===== config.mk =====
export PLATFORM = sky130hd
export DESIGN_NAME = alu_seq_param_flat
export DESIGN_NICKNAME = d
export VERILOG_FILES = /design/src/rtl/alu_seq_param_if.sv /design/src/rtl/alu_seq_param.sv /design/src/flat_wrapper.sv
export SDC_FILE = /design/constraint.sdc
export NUM_CORES = 1
export LEC_CHECK = 0
export BUFFER_PORTS_ARGS = -buffer_cell sky130_fd_sc_hd__buf_2
export CAP_MARGIN = 20
export CORE_UTILIZATION = 58
export DETAILED_ROUTE_END_ITERATION = 10
export PLACE_DENSITY = 0.8
export SYNTH_ARGS = -nofsm -noshare
export SYNTH_HDL_FRONTEND = slang
export SYNTH_SLANG_ARGS = --single-unit

===== constraint.sdc =====
create_clock -name clk -period 6.3 [get_ports clk]
set_clock_uncertainty 0.05 [all_clocks]
set_input_delay 0 -clock clk [delete_from_list [all_inputs] [get_ports clk]]
set_output_delay 0 -clock clk [all_outputs]
set_load 0.01 [all_outputs]

===== src/rtl/alu_seq_param_if.sv =====
`default_nettype none
// ============================================================================
//  Module      : alu_seq_param_if
//  Description : Operand/result bus for the sequential ALU. The master side
//                drives operands and opcode; the slave side returns the result,
//                the remainder, the flags and the handshake.
//  Revision    : 1.0 - initial release
// ============================================================================
interface alu_seq_param_if #(
  parameter int WIDTH = 16
);
  logic             in_valid;
  logic             in_ready;
  logic [WIDTH-1:0] A;
  logic [WIDTH-1:0] B;
  logic [3:0]       ALU_FUN;
  logic             out_valid;
  logic [WIDTH-1:0] ALU_OUT;
  logic [WIDTH-1:0] REM_OUT;
  logic             Carry_Flag;
  logic             Arith_Flag;
  logic             Logic_Flag;
  logic             CMP_Flag;
  logic             Shift_Flag;
  logic             Div0_Flag;

  modport master (
    output in_valid, A, B, ALU_FUN,
    input  in_ready, out_valid, ALU_OUT, REM_OUT,
    input  Carry_Flag, Arith_Flag, Logic_Flag, CMP_Flag, Shift_Flag, Div0_Flag
  );

  modport slave (
    input  in_valid, A, B, ALU_FUN,
    output in_ready, out_valid, ALU_OUT, REM_OUT,
    output Carry_Flag, Arith_Flag, Logic_Flag, CMP_Flag, Shift_Flag, Div0_Flag
  );
endinterface
`default_nettype wire


===== src/rtl/alu_seq_param.sv =====
`default_nettype none
// ============================================================================
//  Module      : alu_seq_param
//  Description : Registered ALU with valid/ready operand handshake. Every op
//                except a non-zero divide completes one cycle after issue; the
//                divide runs a WIDTH-cycle restoring divider, MSB first.
//  Revision    : 1.0 - initial release
// ============================================================================
module alu_seq_param #(
  parameter int WIDTH     = 16,
  parameter int SHIFT_VAR = 1
) (
  input  logic                 clk,
  input  logic                 rst_n,
  alu_seq_param_if.slave       bus
);

  localparam int c_sw = $clog2(WIDTH);

  localparam logic [3:0] c_op_add  = 4'h0;
  localparam logic [3:0] c_op_sub  = 4'h1;
  localparam logic [3:0] c_op_mul  = 4'h2;
  localparam logic [3:0] c_op_div  = 4'h3;
  localparam logic [3:0] c_op_and  = 4'h4;
  localparam logic [3:0] c_op_or   = 4'h5;
  localparam logic [3:0] c_op_nand = 4'h6;
  localparam logic [3:0] c_op_nor  = 4'h7;
  localparam logic [3:0] c_op_xor  = 4'h8;
  localparam logic [3:0] c_op_xnor = 4'h9;
  localparam logic [3:0] c_op_eq   = 4'hA;
  localparam logic [3:0] c_op_gt   = 4'hB;
  localparam logic [3:0] c_op_lt   = 4'hC;
  localparam logic [3:0] c_op_shr  = 4'hD;
  localparam logic [3:0] c_op_shl  = 4'hE;
  localparam logic [3:0] c_op_asr  = 4'hF;

  localparam logic [c_sw-1:0] c_cnt_last = c_sw'(WIDTH - 1);

  typedef enum logic [0:0] {
    S_IDLE = 1'b0,
    S_DIV  = 1'b1
  } state_t;

  state_t           r_state;
  logic [c_sw-1:0]  r_cnt;
  logic [WIDTH-1:0] r_quo;      // dividend shifting out MSB-first, quotient shifting in
  logic [WIDTH-1:0] r_rem;      // partial remainder
  logic [WIDTH-1:0] r_div;      // latched divisor

  logic             r_out_valid;
  logic [WIDTH-1:0] r_alu_out;
  logic [WIDTH-1:0] r_rem_out;
  logic             r_carry;
  logic             r_arith;
  logic             r_logic;
  logic             r_cmp;
  logic             r_shift;
  logic             r_div0;

  logic [c_sw-1:0]  w_shamt;
  logic [WIDTH:0]   w_sum;
  logic [WIDTH:0]   w_diff;
  logic [WIDTH-1:0] w_mul;
  logic [WIDTH-1:0] w_res;
  logic             w_carry;
  logic             w_div0;
  logic             w_arith;
  logic             w_logic;
  logic             w_cmp;
  logic             w_shift;
  logic             w_div_start;

  logic [WIDTH:0]   w_sub;
  logic             w_ge;
  logic [WIDTH-1:0] w_rem_nxt;
  logic [WIDTH-1:0] w_quo_nxt;

  // Shift amount: low bits of B when variable, otherwise a constant single step
  generate
    if (SHIFT_VAR != 0) begin : g_shamt_var
      assign w_shamt = bus.B[c_sw-1:0];
    end else begin : g_shamt_fixed
      assign w_shamt = c_sw'(1);
    end
  endgenerate

  assign w_sum  = {1'b0, bus.A} + {1'b0, bus.B};
  assign w_diff = {1'b0, bus.A} - {1'b0, bus.B};
  assign w_mul  = bus.A * bus.B;

  assign w_arith = (bus.ALU_FUN <= c_op_div);
  assign w_logic = (bus.ALU_FUN >= c_op_and) && (bus.ALU_FUN <= c_op_xnor);
  assign w_cmp   = (bus.ALU_FUN >= c_op_eq)  && (bus.ALU_FUN <= c_op_lt);
  assign w_shift = (bus.ALU_FUN >= c_op_shr);

  assign w_div_start = bus.in_valid && (bus.ALU_FUN == c_op_div) && (bus.B != '0);

  // One restoring step: bring in the next dividend bit and subtract if it fits.
  // The top bit of the (WIDTH+1)-bit difference is set exactly when it does not.
  assign w_sub     = {r_rem, r_quo[WIDTH-1]} - {1'b0, r_div};
  assign w_ge      = ~w_sub[WIDTH];
  assign w_rem_nxt = w_ge ? w_sub[WIDTH-1:0] : {r_rem[WIDTH-2:0], r_quo[WIDTH-1]};
  assign w_quo_nxt = {r_quo[WIDTH-2:0], w_ge};

  // Single-cycle result, carry and divide-by-zero decode
  always_comb begin
    w_res   = '0;
    w_carry = 1'b0;
    w_div0  = 1'b0;
    case (bus.ALU_FUN)
      c_op_add:  begin w_res = w_sum[WIDTH-1:0];  w_carry = w_sum[WIDTH];  end
      c_op_sub:  begin w_res = w_diff[WIDTH-1:0]; w_carry = w_diff[WIDTH]; end
      c_op_mul:  w_res = w_mul;
      c_op_div:  w_div0 = (bus.B == '0);
      c_op_and:  w_res = bus.A & bus.B;
      c_op_or:   w_res = bus.A | bus.B;
      c_op_nand: w_res = ~(bus.A & bus.B);
      c_op_nor:  w_res = ~(bus.A | bus.B);
      c_op_xor:  w_res = bus.A ^ bus.B;
      c_op_xnor: w_res = ~(bus.A ^ bus.B);
      c_op_eq:   w_res = (bus.A == bus.B) ? WIDTH'(1) : '0;
      c_op_gt:   w_res = (bus.A >  bus.B) ? WIDTH'(2) : '0;
      c_op_lt:   w_res = (bus.A <  bus.B) ? WIDTH'(3) : '0;
      c_op_shr:  w_res = bus.A >> w_shamt;
      c_op_shl:  w_res = bus.A << w_shamt;
      c_op_asr:  w_res = WIDTH'($signed(bus.A) >>> w_shamt);
      default:   w_res = '0;
    endcase
  end

  // FSM, divider datapath and registered outputs
  always_ff @(posedge clk) begin
    if (!rst_n) begin
      r_state     <= S_IDLE;
      r_cnt       <= '0;
      r_quo       <= '0;
      r_rem       <= '0;
      r_div       <= '0;
      r_out_valid <= 1'b0;
      r_alu_out   <= '0;
      r_rem_out   <= '0;
      r_carry     <= 1'b0;
      r_arith     <= 1'b0;
      r_logic     <= 1'b0;
      r_cmp       <= 1'b0;
      r_shift     <= 1'b0;
      r_div0      <= 1'b0;
    end else begin
      r_out_valid <= 1'b0;
      case (r_state)
        S_IDLE: begin
          if (w_div_start) begin
            r_state <= S_DIV;
            r_quo   <= bus.A;
            r_div   <= bus.B;
            r_rem   <= '0;
            r_cnt   <= '0;
          end else if (bus.in_valid) begin
            r_out_valid <= 1'b1;
            r_alu_out   <= w_res;
            r_rem_out   <= '0;
            r_carry     <= w_carry;
            r_arith     <= w_arith;
            r_logic     <= w_logic;
            r_cmp       <= w_cmp;
            r_shift     <= w_shift;
            r_div0      <= w_div0;
          end
        end
        S_DIV: begin
          r_quo <= w_quo_nxt;
          r_rem <= w_rem_nxt;
          r_cnt <= r_cnt + c_sw'(1);
          if (r_cnt == c_cnt_last) begin
            r_state     <= S_IDLE;
            r_out_valid <= 1'b1;
            r_alu_out   <= w_quo_nxt;
            r_rem_out   <= w_rem_nxt;
            r_carry     <= 1'b0;
            r_arith     <= 1'b1;
            r_logic     <= 1'b0;
            r_cmp       <= 1'b0;
            r_shift     <= 1'b0;
            r_div0      <= 1'b0;
          end
        end
        default: r_state <= S_IDLE;
      endcase
    end
  end

  assign bus.in_ready   = (r_state == S_IDLE);
  assign bus.out_valid  = r_out_valid;
  assign bus.ALU_OUT    = r_alu_out;
  assign bus.REM_OUT    = r_rem_out;
  assign bus.Carry_Flag = r_carry;
  assign bus.Arith_Flag = r_arith;
  assign bus.Logic_Flag = r_logic;
  assign bus.CMP_Flag   = r_cmp;
  assign bus.Shift_Flag = r_shift;
  assign bus.Div0_Flag  = r_div0;

endmodule
`default_nettype wire


===== src/flat_wrapper.sv =====
// flat-port wrapper written by rule: the top's interface ports become plain ports
module alu_seq_param_flat 
#(
  parameter int WIDTH     = 16,
  parameter int SHIFT_VAR = 1
)
  (clk, rst_n, bus_in_valid, bus_A, bus_B, bus_ALU_FUN, bus_in_ready, bus_out_valid, bus_ALU_OUT, bus_REM_OUT, bus_Carry_Flag, bus_Arith_Flag, bus_Logic_Flag, bus_CMP_Flag, bus_Shift_Flag, bus_Div0_Flag);
  alu_seq_param_if #(.WIDTH(WIDTH)) bus_i ();
  input  logic clk;
  input  logic rst_n;
  input wire logic [$bits(bus_i.in_valid)-1:0] bus_in_valid;
  input wire logic [$bits(bus_i.A)-1:0] bus_A;
  input wire logic [$bits(bus_i.B)-1:0] bus_B;
  input wire logic [$bits(bus_i.ALU_FUN)-1:0] bus_ALU_FUN;
  output wire logic [$bits(bus_i.in_ready)-1:0] bus_in_ready;
  output wire logic [$bits(bus_i.out_valid)-1:0] bus_out_valid;
  output wire logic [$bits(bus_i.ALU_OUT)-1:0] bus_ALU_OUT;
  output wire logic [$bits(bus_i.REM_OUT)-1:0] bus_REM_OUT;
  output wire logic [$bits(bus_i.Carry_Flag)-1:0] bus_Carry_Flag;
  output wire logic [$bits(bus_i.Arith_Flag)-1:0] bus_Arith_Flag;
  output wire logic [$bits(bus_i.Logic_Flag)-1:0] bus_Logic_Flag;
  output wire logic [$bits(bus_i.CMP_Flag)-1:0] bus_CMP_Flag;
  output wire logic [$bits(bus_i.Shift_Flag)-1:0] bus_Shift_Flag;
  output wire logic [$bits(bus_i.Div0_Flag)-1:0] bus_Div0_Flag;
  assign bus_i.in_valid = bus_in_valid;
  assign bus_i.A = bus_A;
  assign bus_i.B = bus_B;
  assign bus_i.ALU_FUN = bus_ALU_FUN;
  assign bus_in_ready = bus_i.in_ready;
  assign bus_out_valid = bus_i.out_valid;
  assign bus_ALU_OUT = bus_i.ALU_OUT;
  assign bus_REM_OUT = bus_i.REM_OUT;
  assign bus_Carry_Flag = bus_i.Carry_Flag;
  assign bus_Arith_Flag = bus_i.Arith_Flag;
  assign bus_Logic_Flag = bus_i.Logic_Flag;
  assign bus_CMP_Flag = bus_i.CMP_Flag;
  assign bus_Shift_Flag = bus_i.Shift_Flag;
  assign bus_Div0_Flag = bus_i.Div0_Flag;
  alu_seq_param #(.WIDTH(WIDTH), .SHIFT_VAR(SHIFT_VAR)) u_core (.clk(clk), .rst_n(rst_n), .bus(bus_i));
endmodule

==> results by stage, run 1 <==
Place:
- The final estimated routing congestion in global placement is between 1 and 1.5.
- The HPWL after detailed placement is 34700 um.
- The cell count after placement is about 1900.
- The total of buffers placed on input and output ports is 78.

Layout:
- The filler cell count is between 1500 and 2000.
- The area of the multi-input gates is roughly 0.0095 mm2.
- The relative area change from synthesis to final layout is 7.38%.
- The number of inserted diodes is 0.
- The final cell count without fillers is 1964.
- Once layout is complete, the utilization of the core stands at between 60% and 70%.
- The fraction of final layout cells with drive strength greater than 1 is 11.2%.
- In the final layout, flip-flops and latches occupy 0.00184 mm2.
- The net total in the final layout is 1922.

CTS:
- The worst-case clock buffer depth is 2.
- The later pin in the worst-skew pair is clocked with a latency of 0.35 ns.
- The number of H-tree levels is 3.
- TritonCTS built the clock tree.
- For this design, the sink count on the clock tree is between 90 and 100.
- Clock-pin slew was measured on the worst setup and hold paths at around 0.08 ns.
- The master cell of the clock root buffer is clkbuf_16.
- The TritonCTS buffer count is 9.
- The number of buffers inserted by post-CTS setup repair is 0.

STA:
- The hold violation count in the final report is 0.
- The minimum clock period after layout is 6.04 ns.
- The number of max-slew violations in the final report is 0.
- At the pin with the least slew margin, the transition time is around 1.0 ns.
- Based on the critical path, the design can be clocked at up to ~170 MHz.
- The setup TNS is 0 ns.
- The relative slew slack is 30.9%.
- The final clock period utilization by the worst path is between 90% and 100%.
- The number of setup violations in the final report is 0.
- Setup repair after global routing left no endpoint under its margin.

Routing:
- The initial DRC count is ~1300.
- After detailed routing, the number of remaining DRC violations is 0.
- The first-pass iteration count of the detailed router is 6.
- Dividing the detail-routed wire length by the instance count gives 22.8 um.
- In the routed layout, each cell is associated on average with a via count of between 6 and 7.
- The routed layout has 12600 vias.
- The wire length after detailed routing is 44700 um.
- The count of nets left with antenna violations once routing finished came out at 0.

Worst setup path:
- The critical path is of the in -> reg type.
- The maximum fanout count along the critical path is 9.
- Together, buffers and inverters on the worst path number 6.
- The library cell appearing most often on the critical path is fa_1.
- The signal on the critical path passes through dlygate4sd3_1, buf_2, ha_1, fa_1, inv_1, fa_1, inv_1, fa_1, fa_1, fa_1, inv_1, fa_1, inv_1, ha_1, a21oi_2, nand2_1, or3_1, nand2_1, o21ai_0, xnor2_1, a2111oi_2, a311oi_1.
- The kind of start point of the critical path is a primary input.
- The worst endpoint required time is ~6.5 ns.
- The master of the slowest instance on the critical path is dlygate4sd3_1.
- The arrival time reported for the critical path endpoint is between 6 and 7 ns.
- The kind of cell with the highest combined delay on the critical path is adder cells.
- In this design, the stage delay of the slowest critical-path cell is roughly 0.52 ns.
- The worst setup path is captured at a flop.

Floorplan:
- The die is around 150 um wide.
- The core region area is 0.0212 mm2.
- The number of top-level design ports is 79.
- The floorplan step set the die height to 150 um.
- The die area is roughly 0.022 mm2.
- For this configuration, the core starts out at a cell density of roughly 60%.
- The site row count is 53.

Logic synthesis:
- Yosys mapped the design onto 86 distinct sky130hd cell types.
- The count of flip-flops with a built-in enable after synthesis is 0.
- Among all cell types in the netlist, the one instantiated most often is nand2_1.
- Counting instances in the post-synthesis netlist gives the leading cell types as 206 x nand2_1, 187 x inv_1, 186 x nor2_1.
- The fraction of the yosys area taken by sequential cells is 14.6%.
- The average cell area after synthesis is roughly 7.6 um2.
- For this run, the number of Yosys warnings is 0.
- Sorting the synthesized cells by area gives the leading types as dfxtp_1 15%, fa_1 13%, ha_1 12%, nand2_1 6.1%, inv_1 5.6%.
- Counting every net in the synthesized netlist gives around 1900.
- The top-area cell type share of the netlist area is approximately 15%.
- The share of synthesized flip-flops with an asynchronous set or reset is 0%.
- The gate count of the mapped netlist is between 1500 and 2000.
- The number of flip-flops and latches in the synthesized netlist is 92.
- dfxtp_1 takes more of the synthesized area than any other cell.
- The most common flop cell mapped by yosys is dfxtp_1.
- The cell area that synthesis handed to floorplanning was about 0.013 mm2.

Pwr:
- The combinational power share is between 60% and 70%.
- Cell internal power was estimated by the tool at between 1.5 and 2 mW.
- The areal power density over the cells is approximately 290 mW/mm2.
- The switching share of power is between 50% and 60%.
- The share of total power in the clock network is roughly 14%.
- The leakage dissipation is approximately 6 nW.
- The share of total power dissipated in sequential elements is 15.8%.
- The maximum vdd ir drop is 1.01 mV.
- In this run the power spent charging and discharging nets is between 2 and 2.5 mW.

GRT:
- The first global-routing pass estimated roughly 69000 um of wire.
- The global routing stage identified its most utilized layer as met2.
- In the global route stage, met1 resource usage came out at ~55%.
- The pin count of the biggest net entering global routing is slightly below 60.
- The total overflow reported by the global router is 0.
- The number of global-route vias before repair is ~12000.
- For this run, global-route usage on met2 was measured as between 60% and 70%.
- The number of antenna violations at the first check in global routing is 0.
- The met3 usage in global routing is under 10%.
- The global router's overall resource usage is about two fifths.

Run status:
- The run finished with clean final reports.

Run:
- The total of max-cap violations is 0.

Hold path:
- The tightest min-delay check is of the in -> reg type.
[worst register-to-register path, delay by kind of cell (launching register included)]
family	cells	cell delay, ns
compound gates	5	0.88
mux	1	0.41
fa+ha+maj	2	0.60
xor+xnor	1	0.66
buf+inv	1	0.05
simple gates	2	0.35
flops	1	0.33
[metal layers]
layer  wire (um)  up-vias
li1            -     5708
met1       18000     5901
met2       19000      814
met3        5360      128
met4        2350        0
met5           0        -
[cell usage in the layout, fill, tap and decap left out, types with 13 or more instances in the layout]
cell      Yosys  final
nor4_1       13     13
a31oi_1      16     16
o21ai_0      68     68
o21ai_1      40     40
fa_1         82     82
a211oi_1     29     29
nor2_1      186    186
xnor2_1      53     53
mux4_2       18     18
dfxtp_1      92     92
ha_1        117    116
buf_4         4     42
nor3_1       28     27
nand3_1      15     15
o22ai_1      22     22
inv_1       187    186
a21oi_1     115    113
nand2_1     206    206
buf_2        27     78
xor2_1       14     14
mux2i_1      41     41
[layout make-up]
type | count | area share, %
clock inverters | 7 | 0.591
multi-input cells | 1260 | 70.4
inverters | 191 | 5.29
repair buffers | 130 | 5.94
clock buffers | 9 | 1.66
flip-flops and latches | 92 | 13.6
well taps | 275 | 2.54
[cells by family (layout without fill, tap and decap cells)]
group | count (synthesis) | count (layout) | share of synthesized area, %
adder cells (fa/ha/maj) | 199 | 199 | 24.6
XOR/XNOR | 68 | 68 | 4.87
AND/OR/NAND/NOR | 517 | 517 | 17.8
AO/OA/AOI/OAI | 414 | 414 | 21.4
buffers and inverters | 304 | 337 | 10.1
multiplexers | 62 | 62 | 6.73
flip-flops | 92 | 92 | 14.6
[through the flow]
step                      setup slack (ns)  instance area (um2)  power (mW)  hold slack [ns]
after floorplan                      0.277                12600        2.38           0.0860
after global routing               0.00774                13600        4.13           0.0424
after global placement               0.384                13100        3.18            0.281
after CTS                            0.121                13500        3.80           0.0271
final                                0.261                13600        3.89           0.0383
after detailed placement             0.333                13100        3.22            0.289
[state kept, by name, summed over array words and instances, names as in the netlist]
register and count:
u_core.bus.ALU_OUT 16, u_core.bus.REM_OUT 16, u_core.r_div 16, u_core.r_quo 16, u_core.r_rem 16, u_core.r_cnt 4, u_core.bus.Arith_Flag 1, u_core.bus.CMP_Flag 1
u_core.bus.Carry_Flag 1, u_core.bus.Div0_Flag 1, u_core.bus.Logic_Flag 1, u_core.bus.Shift_Flag 1, u_core.bus.out_valid 1, u_core.r_state 1
[path summary, 6_finish.rpt]
check / start / end / slack, ns / cells after the start
worst max register to register: u_core.r_quo[15] / u_core.bus.REM_OUT[7] / 2.84 / 12
worst max-delay path: bus_B[6] / u_core.bus.ALU_OUT[15] / 0.26 / 22
worst min register to register: u_core.bus.REM_OUT[1] / u_core.bus.REM_OUT[1] / 0.39 / 2
worst min-delay path: rst_n / u_core.bus.ALU_OUT[12] / 0.04 / 2
[what timing repair did]
item,CTS,global route
resized for setup,0,5
hold buffers,10,0
endpoints found under the setup margin,0,2
endpoints found under the hold margin,10,0
[power by group through the flow]
stage | sequential, mW | combinational (mW) | clock [mW]
2_1_floorplan | 0.629 | 1.75 | 0
3_3_place_gp | 0.625 | 2.55 | 0
3_5_place_dp | 0.625 | 2.59 | 0
4_1_cts | 0.612 | 2.62 | 0.567
5_1_grt | 0.614 | 2.93 | 0.586
6_report | 0.613 | 2.72 | 0.560
(Power assumes the default switching activity.)
==> inputs of run 2 (changes only) <==
Settings changed: CELL_PAD_IN_SITES_DETAIL_PLACEMENT set to 0, CELL_PAD_IN_SITES_GLOBAL_PLACEMENT set to 1, CORE_MARGIN set to 2, CORE_UTILIZATION 58 to 43, PLACE_DENSITY 0.8 to not set, PLACE_DENSITY_LB_ADDON set to 0.1.
==> results by stage, run 2 (same netlist as run 1, synthesis figures left out) <==
Run status:
- The flow ran to the end, and the final reports show no timing, DRC or antenna violations.

STA:
- The maximum frequency from static timing analysis is ~170 MHz.
- The number of max-slew violations in the final report is 0.
- The worst path needs between 5 and 6 ns of the cycle, external delays included.
- The relative slew slack is a little over 30%.
- Setup repair after global routing left no endpoint under its margin.
- The slack of the critical path is ~0.33 ns.
- The transition at the pin with the smallest max-transition slack is between 1 and 1.5 ns.
- The final clock period utilization by the worst path is 94.8%.
- The number of setup violations in the final report is 0.
- In the final timing run, aggregate negative setup slack is 0 ns.
- The hold violation count in the final report is 0.

Layout:
- At the end of the flow, the number of nets in the layout was about 1900.
- The number of inserted diodes is 0.
- The top cell types in the final layout, fill and taps aside, are 206 x nand2_1, 187 x inv_1, 185 x nor2_1.
- The commonest non-fill, non-tap cell in the layout is nand2_1.
- The filler cell count is 2949.
- The post-route netlist has a little under an eighth of its cells at a drive strength greater than 1.
- The finished layout holds about 2100 standard cells, fillers aside.
- Compared with the post-synthesis result, the final layout area differs by 8.92%.

Worst setup path:
- In this design, the critical path's most frequently occurring cell is fa_1.
- Data on the critical path arrives at its endpoint at about 6.1 ns.
- At the worst endpoint, the required time is between 6 and 7 ns.
- The critical path is of the in -> reg type.
- On the critical path, the stage with the largest delay is an instance of fa_1.
- The critical path goes through dlygate4sd3_1, clkbuf_4, ha_1, xnor2_1, ha_1, a31oi_2, fa_1, fa_1, fa_1, inv_1, fa_1, inv_1, fa_1, inv_1, ha_1, a21o_1, a21oi_2, nand2_1, or3_1, nand2_1, xnor2_1, a221o_1, nand2_1, a31oi_1.
- The kind of start point of the critical path is a primary input.
- The buffers plus inverters on the worst setup path is 5.
- The maximum fanout count along the critical path is 8.
- The kind of cell with the highest combined delay on the critical path is adder cells.
- On the worst path, the slowest cell contributes a delay of around 0.55 ns.
- The critical path endpoint category is a flop.

GRT:
- The met3 usage in global routing is between 3 and 4%.
- The global-route wire length before repair is around 74000 um.
- Global routing consumed, on the met2 layer, about 50% of the routing resources.
- The busiest layer in global routing is met2.
- The fraction of met1 tracks used by global routing is 44.3%.
- The number of global-route vias before repair was between 10000 and 15000.
- For this run, the total global-route usage over all layers was measured as 31.6%.
- For this run the aggregate overflow at the end of global routing stands at 0.
- The number of antenna violations at the first check in global routing is 0.
- The pin count of the biggest net entering global routing is slightly below 60.

Floorplan:
- The die covers between 0.03 and 0.04 mm2.
- The vertical die dimension is approximately 180 um.
- The total area inside the core boundary comes to 0.0288 mm2.
- The initial utilization of the core area, before any placement, comes to a little over two fifths.
- The number of top-level design ports is roughly 80.
- The site row count is 62.
- In this run the horizontal extent of the chip is 175 um.

CTS:
- The latest clock arrival within the worst-skew pair is around 0.35 ns.
- The master cell of the clock root buffer is clkbuf_16.
- The H-tree was split into 3 levels.
- The TritonCTS clock tree is yes.
- The register clock-pin slew on the reported worst setup and hold paths is approximately 0.07 ns.
- The number of clock sinks is slightly above 90.
- The worst-case clock buffer depth is 2.
- The TritonCTS buffer count is 9.

Routing:
- The number of vias after detailed routing is between 10000 and 15000.
- The average wire per standard cell is between 20 and 25 um.
- In the routed design, unresolved DRC markers number 0.
- The detail route stage leaves a number of antenna-violating nets equal to 0.
- The initial DRC count is around 1100.
- The first-pass iteration count of the detailed router is 5.
- The wire length after detailed routing is about 50000 um.
- The detailed-route vias per instance is roughly 5.9.

Run:
- The total of max-cap violations is 0.

Pwr:
- The share of total power in the clock network is 15.4%.
- The net switching power figure is between 1.5 and 2 mW.
- The switching share of power is between 50% and 60%.
- The cell-internal power is roughly 2 mW.
- For this design the ratio of total power to cell area is approximately 290 mW/mm2.
- IR analysis of the VDD net gives a maximum drop of approximately 0.69 mV.
- The overall power consumption is 3.95 mW.
- The leakage dissipation is between 6 and 7 nW.
- The combinational power share is about 69%.
- The share of power burned in registers is 15.5%.

Place:
- Counting tap cells, the placed design contains a total of ~2100 instances.
- The total of buffers placed on input and output ports is 78.
- Once detailed placement completed, the half-perimeter wirelength came to roughly 37000 um.
- The final estimated routing congestion in global placement is 0.955.
- The minimum setup slack after placement is about 0.26 ns.

Hold path:
- The worst hold path belongs to the class in -> reg.
==> run 2: power groups by stage <==
stage | registers, mW | clock network (mW) | logic (mW)
2_1_floorplan | 0.629 | 0 | 1.75
3_3_place_gp | 0.625 | 0 | 2.65
3_5_place_dp | 0.625 | 0 | 2.64
4_1_cts | 0.612 | 0.622 | 2.67
5_1_grt | 0.614 | 0.643 | 2.97
6_report | 0.612 | 0.609 | 2.73
==> run 2: cell type report <==
| cell class | count | area (um2) | share of cell area [%] |
|---|---|---|---|
| Multi-Input combinational cell | 1260 | 9540 | 69.4 |
| Sequential cell | 92 | 1840 | 13.4 |
| Timing Repair Buffer | 135 | 846 | 6.15 |
| Clock inverter | 7 | 103 | 0.746 |
| Tap cell | 384 | 480 | 3.49 |
| Inverter | 191 | 717 | 5.21 |
| Clock buffer | 9 | 225 | 1.64 |
==> run 2: worst paths after layout <==
kind	startpoint	endpoint	slack, ns	cells past startpoint
min	rst_n	u_core.bus.ALU_OUT[1]	0.03	2
min reg2reg	u_core.bus.REM_OUT[0]	u_core.bus.REM_OUT[0]	0.39	2
max reg2reg	u_core.r_quo[15]	u_core.r_rem[7]	2.71	12
max	bus_B[5]	u_core.bus.ALU_OUT[13]	0.33	24
==> run 2: timing repair <==
| action | 4_1_cts | 5_1_grt |
|---|---|---|
| resized for setup | 0 | 7 |
| setup endpoints to repair | 0 | 2 |
| hold endpoints to repair | 10 | 0 |
| setup buffers | 0 | 0 |
| hold buffers | 10 | 0 |
==> run 2: layer usage <==
layer / vias up / share of wire (%)
li1: 5716 / -
met1: 5890 / 44
met2: 526 / 45
met3: 84 / 6.7
met4: 0 / 4.0
met5: - / 0
==> run 2: stage by stage <==
stage          utilization, %  hold WS, ns  area [um2]
3_5_place_dp             46.2        0.273       13300
3_3_place_gp             46.2        0.259       13300
6_report                 47.8       0.0331       13700
5_1_grt                  47.8       0.0570       13700
4_1_cts                  47.7       0.0155       13700
2_1_floorplan               -       0.0860       12600
==> inputs of run 3 (changes only) <==
Settings changed: CORE_MARGIN 2 to 4.
==> results by stage, run 3 (same netlist as run 1, synthesis figures left out) <==
Routing:
- The residual antenna-violating net count after detailed routing is 0.
- For this run, design rule violations remaining after detail routing come to 0.
- Dividing the detail-routed via count by the number of cells gives between 5 and 6.
- The number of vias after detailed routing is 12000.
- The initial DRC count is between 1000 and 1500.
- The average wire per standard cell is roughly 23 um.
- The wire length after detailed routing is between 40000 and 50000 um.
- The first TritonRoute pass finished after 5 iterations.

GRT:
- Entering global routing, the biggest net connects 57 pins.
- In this run the most used layer during global routing was met2.
- The met2 track utilization from global routing is 47.4%.
- The global-route wire length before repair is roughly 73000 um.
- The met3 usage in global routing is under 10%.
- The number of global-route vias before repair was ~12000.
- The number of antenna violations at the first check in global routing came to 1.
- In the global route stage, met1 resource usage came out at between 40% and 50%.
- The total overflow reported by the global router is 0.
- Global routing used a little under a third of the available tracks.

STA:
- The final clock period utilization by the worst path is a little over nine tenths.
- The minimum clock period after layout is approximately 6 ns.
- Setup repair after global routing left no endpoint under its margin.
- Setup total negative slack on the finished layout was measured at 0 ns.
- Setup violations remaining at the end of the flow were counted as 0.
- The slack of the critical path is around 0.28 ns.
- The hold violation count in the final report is 0.
- The transition at the pin with the smallest max-transition slack is roughly 1.1 ns.
- The relative slew slack is between 20% and 30%.
- Timing would allow up to around 170 MHz.
- The number of max-slew violations in the final report is 0.

Run:
- Max-cap violations in this run came to 0.

Layout:
- The filler cell count is between 3000 and 4000.
- The final cell count without fillers is slightly above 2000.
- Compared with the post-synthesis result, the final layout area differs by 8.75%.
- The library cells used most frequently in the layout, excluding fill and tap cells, are 206 x nand2_1, 187 x inv_1, 186 x nor2_1.
- Summing all flip-flop and latch instances after layout gives 0.00184 mm2.
- After routing the design area is about 0.014 mm2.
- The library cell used most frequently in the layout, excluding fill and tap cells, is nand2_1.
- In the final layout, the share of cells above drive strength 1 is a little under an eighth.
- For this run, the post-layout net count is 1927.
- The area of the multi-input gates is 0.00953 mm2.

CTS:
- The TritonCTS buffer count is 9.
- Clock-pin slew was measured on the worst setup and hold paths at 0.07 ns.
- The latest clock arrival within the worst-skew pair is 0.34 ns.
- The number of H-tree levels is 3.
- The worst-case clock buffer depth is 2.
- TritonCTS built the clock tree.
- CTS placed an instance of clkbuf_16 at the clock tree root.
- The clock drives between 90 and 100 sinks.
- The number of buffers inserted by post-CTS setup repair is 0.

Place:
- The wire-length estimate of the detail-placed layout is approximately 38000 um.
- Including well taps, the total number of placed cells is about 2000.
- The congestion estimate from routability-driven global placement came to around 1.
- The instance area at placement is around 0.013 mm2.
- The total of buffers placed on input and output ports is 78.
- The minimum setup slack after placement is 0.295 ns.

Hold path:
- The worst hold path stage count is 3.
- The worst hold path terminates at u_core.r_div[7].
- The startpoint identified for the worst hold timing path is bus_B[7].
- The class of the tightest hold or removal check is in -> reg.

Worst setup path:
- STA classifies the critical path startpoint as a primary input.
- The worst endpoint required time is 6.45 ns.
- For the worst flop-to-flop path, the logic depth is 12.
- The worst setup path is of the in -> reg kind.
- The startpoint of the most critical register-to-register path is u_core.r_quo[15].
- The endpoint of the lowest-slack register-to-register path is u_core.r_rem[8].
- The setup check on the worst reg-to-reg path leaves a slack of about 2.8 ns.
- The arrival time reported for the critical path endpoint is just over 6 ns.
- The worst setup path is captured at a flop.
- In this run the worst path has a maximum fanout of 8.

Pwr:
- The maximum vdd ir drop is 0.742 mV.
- The analysis attributes to cell leakage a power of 6.03 nW.
- Dividing total power by cell area gives a power density of between 200 and 300 mW/mm2.
- The overall power consumption is approximately 3.9 mW.

Floorplan:
- Pin placement for this block handled 79 I/O pins.
- The die width is 179 um.
- For this configuration, the core starts out at a cell density of between 40% and 50%.
- The core region is ~0.029 mm2.
- The die covers between 0.03 and 0.04 mm2.
- The site row count is 62.
- The die is 179 um tall.

Run status:
- The flow ran to the end, and the final reports show no timing, DRC or antenna violations.
-- run 3: critical path: stages --
cell and delay (ns):
dlygate4sd3_1 0.53, clkbuf_4 0.22, clkinv_1 0.10, nor2_1 0.16, fa_1 0.45, inv_1 0.09
fa_1 0.46, fa_1 0.51, fa_1 0.55, inv_1 0.05, fa_1 0.49, inv_1 0.05
fa_1 0.48, inv_1 0.05, ha_1 0.32, a21o_1 0.19, a21oi_1 0.20, nand2_1 0.06
or3_1 0.30, nand2_1 0.11, o21ai_2 0.10, xnor2_1 0.17, a2111oi_1 0.35, a311oi_1 0.14
-- run 3: layer usage --
layer	vias to the layer above	wire length (um)	part of all wire, %
met2	416	21600	45
li1	5707	-	-
met1	5824	21800	45
met3	72	3200	6.6
met5	-	0	0
met4	0	1880	3.9
-- run 3: cell type report --
type                            count  area share [%]
Tap cell                          384            3.50
Timing Repair Buffer              135            6.12
Clock inverter                      6           0.693
Inverter                          191            5.22
Clock buffer                        9            1.64
Antenna cell                        1          0.0182
Multi-Input combinational cell   1260            69.4
Sequential cell                    92            13.4
-- run 3: metrics by stage --
| step | util, % | hold WS (ns) |
|---|---|---|
| floorplan | - | 0.0860 |
| global placement | 46.1 | 0.255 |
| detailed placement | 46.1 | 0.266 |
| CTS | 47.5 | 0.0154 |
| global route | 47.6 | 0.0339 |
| finish | 47.6 | 0.0274 |
-- run 3: worst max path at each step --
stage | from | to | slack (ns) | depth (start not counted)
after global routing | bus_B[5] | u_core.bus.ALU_OUT[15] | 0.02 | 24
after detailed placement | bus_B[5] | u_core.bus.ALU_OUT[15] | 0.30 | 23
after global placement | bus_B[5] | u_core.bus.ALU_OUT[15] | 0.33 | 23
after floorplan | bus_B[2] | u_core.bus.ALU_OUT[15] | 0.28 | 23
after CTS | bus_B[5] | u_core.bus.ALU_OUT[15] | 0.05 | 24
final | bus_B[5] | u_core.bus.ALU_OUT[15] | 0.28 | 24
-- run 3: timing repair --
action | CTS | global route
hold buffers | 8 | 0
hold endpoints to repair | 8 | 0
setup endpoints to repair | 0 | 1
resized for setup | 0 | 4
-- run 3: report_power, final --
part | switching, mW | internal (mW)
Clock | 0.244 | 0.351
Sequential | 0.0122 | 0.600
Combinational | 1.68 | 1.01
